==> src/rtl/scratchpad_pkg.sv <==
`default_nettype none
// ============================================================================
//  Module   : scratchpad_pkg
//  Purpose  : Shared encodings for the scratchpad port arbiter: arbitration
//             mode selectors and the response-owner identifier.
//  Revision : 1.0 - initial release
// ============================================================================
package scratchpad_pkg;

  // Arbitration policy selectors for the ARB_MODE parameter
  localparam int ARB_BUS_PRIO = 0;  // bus wins, with a starvation guard for cpu_d
  localparam int ARB_RR       = 1;  // strict alternation on contention

  // Which requester owns the response currently in flight
  typedef enum logic {
    OWN_BUS   = 1'b0,
    OWN_CPU_D = 1'b1
  } owner_e;

endpackage
`default_nettype wire

==> src/rtl/scratchpad_arb_core.sv <==
`default_nettype none
// ============================================================================
//  Module   : scratchpad_arb_core
//  Purpose  : Grant selection between the bus and cpu_d requesters. Holds the
//             cpu_d starvation counter and the last-granted record.
//  Revision : 1.0 - initial release
// ============================================================================
module scratchpad_arb_core
  import scratchpad_pkg::*;
#(
  parameter int ARB_MODE     = ARB_BUS_PRIO,
  parameter int STARVE_LIMIT = 4
) (
  input  logic clk,
  input  logic reset,        // active-low, asynchronous
  input  logic bus_valid,
  input  logic cpu_d_valid,
  output logic grant_bus,
  output logic grant_cpu_d
);

  localparam logic [3:0] c_starve_limit = 4'(STARVE_LIMIT);

  logic [3:0] r_starve;
  owner_e     r_last;
  logic       w_grant_bus;
  logic       w_grant_cpu_d;

  // Pick the winner for this cycle according to the configured policy
  always_comb begin
    w_grant_bus   = 1'b0;
    w_grant_cpu_d = 1'b0;
    if (ARB_MODE == ARB_RR) begin
      if (bus_valid && cpu_d_valid) begin
        w_grant_bus   = (r_last == OWN_CPU_D);
        w_grant_cpu_d = (r_last == OWN_BUS);
      end else begin
        w_grant_bus   = bus_valid;
        w_grant_cpu_d = cpu_d_valid;
      end
    end else begin
      w_grant_cpu_d = cpu_d_valid && (!bus_valid || (r_starve == c_starve_limit));
      w_grant_bus   = bus_valid && !w_grant_cpu_d;
    end
  end

  // Nothing is granted while reset is held, so no request can slip through
  assign grant_bus   = w_grant_bus   && reset;
  assign grant_cpu_d = w_grant_cpu_d && reset;

  // Track consecutive cpu_d denials (saturating) and the last accepted owner
  always_ff @(posedge clk or negedge reset) begin
    if (!reset) begin
      r_starve <= 4'd0;
      r_last   <= OWN_CPU_D;  // bus wins the first round-robin contention
    end else begin
      if (cpu_d_valid && !grant_cpu_d) begin
        if (r_starve != c_starve_limit) begin
          r_starve <= r_starve + 4'd1;
        end
      end else begin
        r_starve <= 4'd0;
      end
      if (grant_cpu_d) begin
        r_last <= OWN_CPU_D;
      end else if (grant_bus) begin
        r_last <= OWN_BUS;
      end
    end
  end

endmodule
`default_nettype wire

==> src/rtl/scratchpad_port_arbiter.sv <==
`default_nettype none
// ============================================================================
//  Module   : scratchpad_port_arbiter
//  Purpose  : Shares one single-ported scratchpad between a bus requester and
//             the cpu data port. One accept per cycle, fixed 1-cycle response.
//  Revision : 1.0 - initial release
// ============================================================================
module scratchpad_port_arbiter
  import scratchpad_pkg::*;
#(
  parameter int ADDR_W       = 10,
  parameter int ARB_MODE     = ARB_BUS_PRIO,
  parameter int STARVE_LIMIT = 4
) (
  input  logic              clk,
  input  logic              reset,
  // bus requester
  input  logic              bus_req_valid,
  output logic              bus_req_ready,
  input  logic [31:0]       bus_req_addr,
  input  logic              bus_req_wen,
  input  logic [3:0]        bus_req_wmask,
  input  logic [31:0]       bus_req_data,
  output logic              bus_resp_valid,
  output logic [31:0]       bus_resp_data,
  // cpu data-port requester
  input  logic              cpu_d_req_valid,
  output logic              cpu_d_req_ready,
  input  logic [31:0]       cpu_d_req_addr,
  input  logic              cpu_d_req_wen,
  input  logic [3:0]        cpu_d_req_wmask,
  input  logic [31:0]       cpu_d_req_data,
  input  logic              cpu_d_req_tag,
  output logic              cpu_d_resp_valid,
  output logic [31:0]       cpu_d_resp_data,
  output logic              cpu_d_resp_tag,
  // shared memory port
  output logic              mem_en,
  output logic [ADDR_W-1:0] mem_addr,
  output logic [3:0]        mem_we,
  output logic [31:0]       mem_wdata,
  input  logic [31:0]       mem_rdata
);

  logic   w_grant_bus;
  logic   w_grant_cpu_d;
  logic   w_accept_bus;
  logic   w_accept_cpu_d;
  logic   w_unused_addr_bits;
  logic   r_resp_valid;
  owner_e r_resp_owner;
  logic   r_tag;

  scratchpad_arb_core #(
    .ARB_MODE     (ARB_MODE),
    .STARVE_LIMIT (STARVE_LIMIT)
  ) u_arb_core (
    .clk         (clk),
    .reset       (reset),
    .bus_valid   (bus_req_valid),
    .cpu_d_valid (cpu_d_req_valid),
    .grant_bus   (w_grant_bus),
    .grant_cpu_d (w_grant_cpu_d)
  );

  assign bus_req_ready   = w_grant_bus;
  assign cpu_d_req_ready = w_grant_cpu_d;
  assign w_accept_bus    = bus_req_valid   && w_grant_bus;
  assign w_accept_cpu_d  = cpu_d_req_valid && w_grant_cpu_d;

  // Byte-offset bits and bits above the memory size are dropped (address wraps)
  assign w_unused_addr_bits = ^{bus_req_addr, cpu_d_req_addr};

  // Steer the accepted request onto the memory port; idle port drives zeros
  always_comb begin
    mem_en    = w_accept_bus || w_accept_cpu_d;
    mem_addr  = '0;
    mem_we    = 4'b0000;
    mem_wdata = 32'd0;
    if (w_accept_cpu_d) begin
      mem_addr  = cpu_d_req_addr[ADDR_W+1:2];
      mem_we    = cpu_d_req_wen ? cpu_d_req_wmask : 4'b0000;
      mem_wdata = cpu_d_req_data;
    end else if (w_accept_bus) begin
      mem_addr  = bus_req_addr[ADDR_W+1:2];
      mem_we    = bus_req_wen ? bus_req_wmask : 4'b0000;
      mem_wdata = bus_req_data;
    end
  end

  // Remember who was accepted so the response lands one cycle later
  always_ff @(posedge clk or negedge reset) begin
    if (!reset) begin
      r_resp_valid <= 1'b0;
      r_resp_owner <= OWN_BUS;
      r_tag        <= 1'b0;
    end else begin
      r_resp_valid <= w_accept_bus || w_accept_cpu_d;
      r_resp_owner <= w_accept_cpu_d ? OWN_CPU_D : OWN_BUS;
      if (w_accept_cpu_d) begin
        r_tag <= cpu_d_req_tag;
      end
    end
  end

  assign bus_resp_valid   = r_resp_valid && (r_resp_owner == OWN_BUS);
  assign cpu_d_resp_valid = r_resp_valid && (r_resp_owner == OWN_CPU_D);
  assign bus_resp_data    = mem_rdata;
  assign cpu_d_resp_data  = mem_rdata;
  assign cpu_d_resp_tag   = r_tag;

endmodule
`default_nettype wire

==> config.mk <==
export PLATFORM = sky130hd
export DESIGN_NAME = scratchpad_port_arbiter
export DESIGN_NICKNAME = d
export VERILOG_FILES = /design/src/rtl/scratchpad_pkg.sv /design/src/rtl/scratchpad_arb_core.sv /design/src/rtl/scratchpad_port_arbiter.sv
export SDC_FILE = /design/constraint.sdc
export NUM_CORES = 1
export LEC_CHECK = 0
export ABC_AREA = 1
export BUFFER_PORTS_ARGS = -buffer_cell sky130_fd_sc_hd__clkbuf_2
export CORE_AREA = 2 2 112 114
export CTS_CLUSTER_SIZE = 30
export DETAILED_ROUTE_END_ITERATION = 7
export DIE_AREA = 0 0 114 116
export PLACE_DENSITY = 0.44
export SETUP_SLACK_MARGIN = 0.1
export SLEW_MARGIN = 20
export SYNTH_ARGS = -nofsm -noshare
export SYNTH_HDL_FRONTEND = slang
export SYNTH_HIERARCHICAL = 1
export SYNTH_SLANG_ARGS = --single-unit
==> constraint.sdc <==
create_clock -name clk -period 5.7 [get_ports clk]
set_clock_uncertainty 0.05 [all_clocks]
set_input_delay 1.71 -clock clk [delete_from_list [all_inputs] [get_ports clk]]
set_output_delay 1.71 -clock clk [all_outputs]
set_load 0.05 [all_outputs]
Yosys cells after proc, flatten, opt, wreduce, memory -nomap -nowiden:

Cells that the tools add are included.

* bitwise gates (word level): 1
* multiply operators: 0
* shifts and indexed selects: 0
* divide/modulo/power cells: 0
* reduce and logical (&&, ||, !) cells: 14
* magnitude comparators: 0
* mux-type cells: 11
* add/sub/neg operators: 1
* eq/ne operators: 3

Operators by type and width (number)
* 32-bit 2-to-1 mux: 2
* 4-bit 2-to-1 mux: 6
* 10-bit 2-to-1 mux: 2
* 1-bit logical AND: 9
* 4-bit by 1-bit adder with 4-bit output (second input constant): 1
* 4-bit by 3-bit == test with 1-bit output (second input constant): 1
* 4-bit by 3-bit != test with 1-bit output (second input constant): 1
* 1-bit zero test: 3
* 1-bit logical OR: 2
* 2-bit != test (second input constant): 1
* 1-bit 2-to-1 mux: 1
* 1-bit inverter: 1

* output and inout port bits: 116
* input port bits: 175
* memories: 0
* latch bits: 0
* ROM bits: 0
* register bits: 7
* memory bits (writable): 0

Logic depth before layout (Yosys ltp):

* word-level depth: 9
* gate-level depth with buffers: 11

Cells and area by module:

Netlist, hierarchy kept.

Modules (own cells, without submodules)
* scratchpad_port_arbiter: area an instance 1313.8 um^2, seq. area each 75.1 um^2, instances 1, cells each 240
* scratchpad_arb_core: area an instance 265.3 um^2, seq. area each 100.1 um^2, instances 1, cells each 31

Worst setup path after synthesis:

No wires, ideal clock.

* path type: in2out
* from: in bus_req_valid
* to: out mem_addr[0]
* path slack: 0.435 ns
* arrival: 3.505 ns
* stages on the path: 7
* cells stage by stage: nand2_2 -> a21oi_1 -> nand2_2 -> inv_2 -> buf_4 -> nand3_1 -> nand2_1

* cells in the longest elaborated chain, start to end: 9
* elaborated cells on any way between the ends: 11
* classes of those cells: mux (2); reduce/logical (9)

Ends and longest elaborated chain
* from (decl): RTL line scratchpad_port_arbiter.sv:18 `input logic bus_req_valid,`
* 1-bit zero test: RTL line scratchpad_arb_core.sv:42 `w_grant_cpu_d = cpu_d_valid && (!bus_valid || (r_starve == c_starve_limit));`
* 1-bit logical OR: RTL line scratchpad_arb_core.sv:42
* 1-bit logical AND: RTL line scratchpad_arb_core.sv:42
* 1-bit zero test: RTL line scratchpad_arb_core.sv:43 `w_grant_bus = bus_valid && !w_grant_cpu_d;`
* 1-bit logical AND (*): RTL line scratchpad_arb_core.sv:43
* 1-bit logical AND (*): RTL line scratchpad_arb_core.sv:48 `assign grant_bus = w_grant_bus && reset;`
* named net bus_req_ready: RTL line scratchpad_port_arbiter.sv:19 `output logic bus_req_ready,`
* 1-bit logical AND (*): RTL line scratchpad_port_arbiter.sv:68 `assign w_accept_bus = bus_req_valid && w_grant_bus;`
* 10-bit 2-to-1 mux (*): RTL line scratchpad_port_arbiter.sv:84 `end else if (w_accept_bus) begin`
* 10-bit 2-to-1 mux (*): RTL line scratchpad_port_arbiter.sv:80 `if (w_accept_cpu_d) begin`
* to (decl): RTL line scratchpad_port_arbiter.sv:39 `output logic [ADDR_W-1:0] mem_addr,`

Mark *: on every way through the listed nets, which the timed path passes. The rest lies on a longest branch.

Worst setup path after layout:

* from: in reset
* to: out mem_wdata[1]

* cells in the longest elaborated chain, start to end: 4
* elaborated cells on any way between the ends: 6
* classes of those cells: mux (2); reduce/logical (4)

Ends and longest elaborated chain
* from (decl): RTL line scratchpad_port_arbiter.sv:16 `input logic reset,`
* 1-bit logical AND: RTL line scratchpad_arb_core.sv:48
* 1-bit logical AND: RTL line scratchpad_port_arbiter.sv:68
* 32-bit 2-to-1 mux: RTL line scratchpad_port_arbiter.sv:84
* 32-bit 2-to-1 mux (*): RTL line scratchpad_port_arbiter.sv:80
* to (decl): RTL line scratchpad_port_arbiter.sv:41 `output logic [31:0] mem_wdata,`

Mark *: on every way between the ends. The rest lies on a longest branch, timed or not.

==> results.json <==
{
  "final_util_pct": 19.16,
  "synth.largest_area_cell": "buf_4",
  "io_pins": 291,
  "cts.sinks": 7,
  "clk_path_buf_depth": 2,
  "fill_cells": 1374,
  "yosysSeqAreaShare_pct": 11.09,
  "max_stage_delay_ns": 0.27,
  "drt_iter0_markers": 21,
  "path_cells": "clkbuf_2 > nand2_1 > a21oi_1 > nand2_2 > inv_2 > buf_12 > nand3_1 > nand2_1 > clkbuf_2",
  "dieArea_mm2": 0.01322,
  "synthCells": 271,
  "syn_to_final_growth_pct": 44.53,
  "core-area_mm2": 0.01191,
  "tritoncts": "done",
  "worst_ep_required_time_ns": 3.94,
  "status": "finished, final reports clean",
  "cts_max_level": 1,
  "dpl.hpwl_mm": 4.194,
  "die_w_um": 114,
  "yosys_warnings": 6,
  "fin_crit_sh_pct": 87.54,
  "power_density_mw_per_mm2": 153.5,
  "track_usage_pct": 6.817,
  "drt_first_pass_iters": 3,
  "endpoint_kind": "output port",
  "vias": 1840,
  "crit_family": "buffers and inverters",
  "max-slew-margin-rel_pct": 79.45,
  "port_buffers": 150,
  "finalSetupViolations": 0,
  "gp_congestion": 0.7086,
  "vias_per_cell": 3.673,
  "rsz0062_at_grt": "false",
  "num_rows": 40,
  "cts_setup_buffers": 0,
  "avgSynthCellArea_um2": 5.827,
  "leakagePower_nw": 1.403,
  "path_clk_slew_ns": 0.04,
  "final_nets": 532,
  "syn-num-nets": 448,
  "setup_tns_ns": 0,
  "critical_path_class": "in -> out",
  "hold_violations": 0,
  "hold_path.class": "reg -> reg",
  "clk_latency_ns": 0.23,
  "place_ws_ns": 0.6711,
  "max_freq_ghz": 0.2004,
  "ys_types": 18,
  "synth_top_area_share_pct": 34.23,
  "regArea_um2": 175.2,
  "grt_pass1_vias": 1582,
  "routed_wl_mm": 4.981,
  "whs_ns": 0.4243,
  "crit_path_max_fanout": 28,
  "start_kind": "input pin",
  "multi_input_area_um2": 784.5,
  "wl_per_cell_um": 9.942,
  "start_util_pct": 13.26,
  "die_y_um": 116,
  "drc": 0,
  "grt_max_degree": 29,
  "fin_ws_ns": 0.7100,
  "tightestPinTransition_ns": 0.3083,
  "slew_violations": 0,
  "diodes": 0,
  "antenna_left": 0,
  "timing.max_cap.violations": 0,
  "report.power.total_mw": 0.3503,
  "antenna_found_initial": 0,
  "drive_gt1_share_pct": 47.74,
  "min_period_ns": 4.990,
  "ir_worst_vdd_mv": 0.06066,
  "grt_pass1_wl_mm": 7.245,
  "ctsHoldBuffers": 0,
  "synth_area_mm2": 0.001579,
  "grt_overflow": 0,
  "clockRootBuffer": "clkbuf_16",
  "crit_arrival_ns": 3.23,
  "numCtsBuffers": 3,
  "crit_slowest_cell": "clkbuf_2",
  "synth.area.top_cells": "buf_4, nand2_1, nand3_1",
  "path_buf_inv": 4,
  "cts_resized": 0,
  "synth_seq_cells": 7
}
-- path summary, 6_finish.rpt --
path	slack (ns)	depth (start not counted)	startpoint	to
worst max-delay path	0.71	9	reset	mem_wdata[1]
worst min register to register	0.42	2	cpu_d_resp_tag$_DFFE_PN0P_	cpu_d_resp_tag$_DFFE_PN0P_
worst max register to register	3.85	11	u_arb_core/r_starve[0]$_DFFE_PN0P_	cpu_d_resp_tag$_DFFE_PN0P_
worst min-delay path	0.42	2	cpu_d_resp_tag$_DFFE_PN0P_	cpu_d_resp_tag$_DFFE_PN0P_
max in group asynchronous	4.13	1	reset	u_arb_core/r_starve[1]$_DFFE_PN0P_
min in group asynchronous	1.28	1	reset	u_arb_core/r_starve[0]$_DFFE_PN0P_
-- metrics by stage --
step | instance area [um2] | instances
final | 2282 | 501
after global routing | 2282 | 501
after CTS | 2282 | 501
after detailed placement | 2203 | 497
after global placement | 2203 | 497
after floorplan | 1579 | 271
-- where the power goes --
group | leakage, nW | internal, mW | switching (mW)
Sequential | 0.0933 | 0.0554 | 0.00477
Clock | 0.0382 | 0.0929 | 0.0251
Combinational | 1.27 | 0.0639 | 0.108
-- kinds of logic (layout without fill, tap and decap cells) --
| group | count (synthesis) | count (layout) | synth area share [%] |
|---|---|---|---|
| flops | 7 | 7 | 11.09 |
| simple gates | 170 | 170 | 46.12 |
| buf+inv | 88 | 171 | 39.22 |
| xor+xnor | 2 | 2 | 1.110 |
| fa+ha+maj | 2 | 2 | 1.585 |
| compound gates | 2 | 2 | 0.8714 |
-- flip-flops by register name, indices dropped and copies added (netlist names) --
register	flops
u_arb_core/r_starve	4
cpu_d_resp_tag	1
r_resp_owner	1
r_resp_valid	1
-- routing by layer --
| metal | part of all wire [%] | global-route usage (%) | wire (um) |
|---|---|---|---|
| met5 | 0 | 0 | 0 |
| met4 | 4.1 | 4.390 | 204 |
| met2 | 51 | 12.78 | 2527 |
| met3 | 9.0 | 0.8891 | 448 |
| met1 | 36 | 7.174 | 1800 |
-- cells in the mapped netlist --
cell type and count:
a21oi_1 1, buf_2 3, buf_4 72, buf_6 2, dfrtp_1 7, ha_1 2
inv_1 9, inv_2 2, nand2_1 108, nand2_2 4, nand3_1 44, nand3_2 1
nand3_4 1, nand4_1 1, nor2_1 10, nor2_2 1, o21ai_2 1, xor2_1 2
-- area by class of cell --
cell class,instances,share of cell area (%)
Tap cell,147,8.059
Multi-Input combinational cell,176,34.37
Sequential cell,7,7.675
Clock buffer,4,3.454
Inverter,11,1.809
Timing Repair Buffer,156,44.63
-- layout by cell type (no fill, tap or decap) --
cell,n
clkbuf_2,136
nand2_1,108
nand3_1,44
buf_12,15
nor2_1,10
inv_1,9
dfrtp_1,7
buf_4,5
nand2_2,4
clkbuf_16,3
inv_2,2
xor2_1,2
ha_1,2
nor2_2,1
clkbuf_1,1
nand3_4,1
nand3_2,1
a21oi_1,1
nand4_1,1
o21ai_2,1
-- worst min-delay path, stage by stage (launching register included) --
cell and delay, ns:
dfrtp_1 0.33, nand2_1 0.05, nand2_1 0.05
Note: power is estimated with default switching activity, not from simulation.
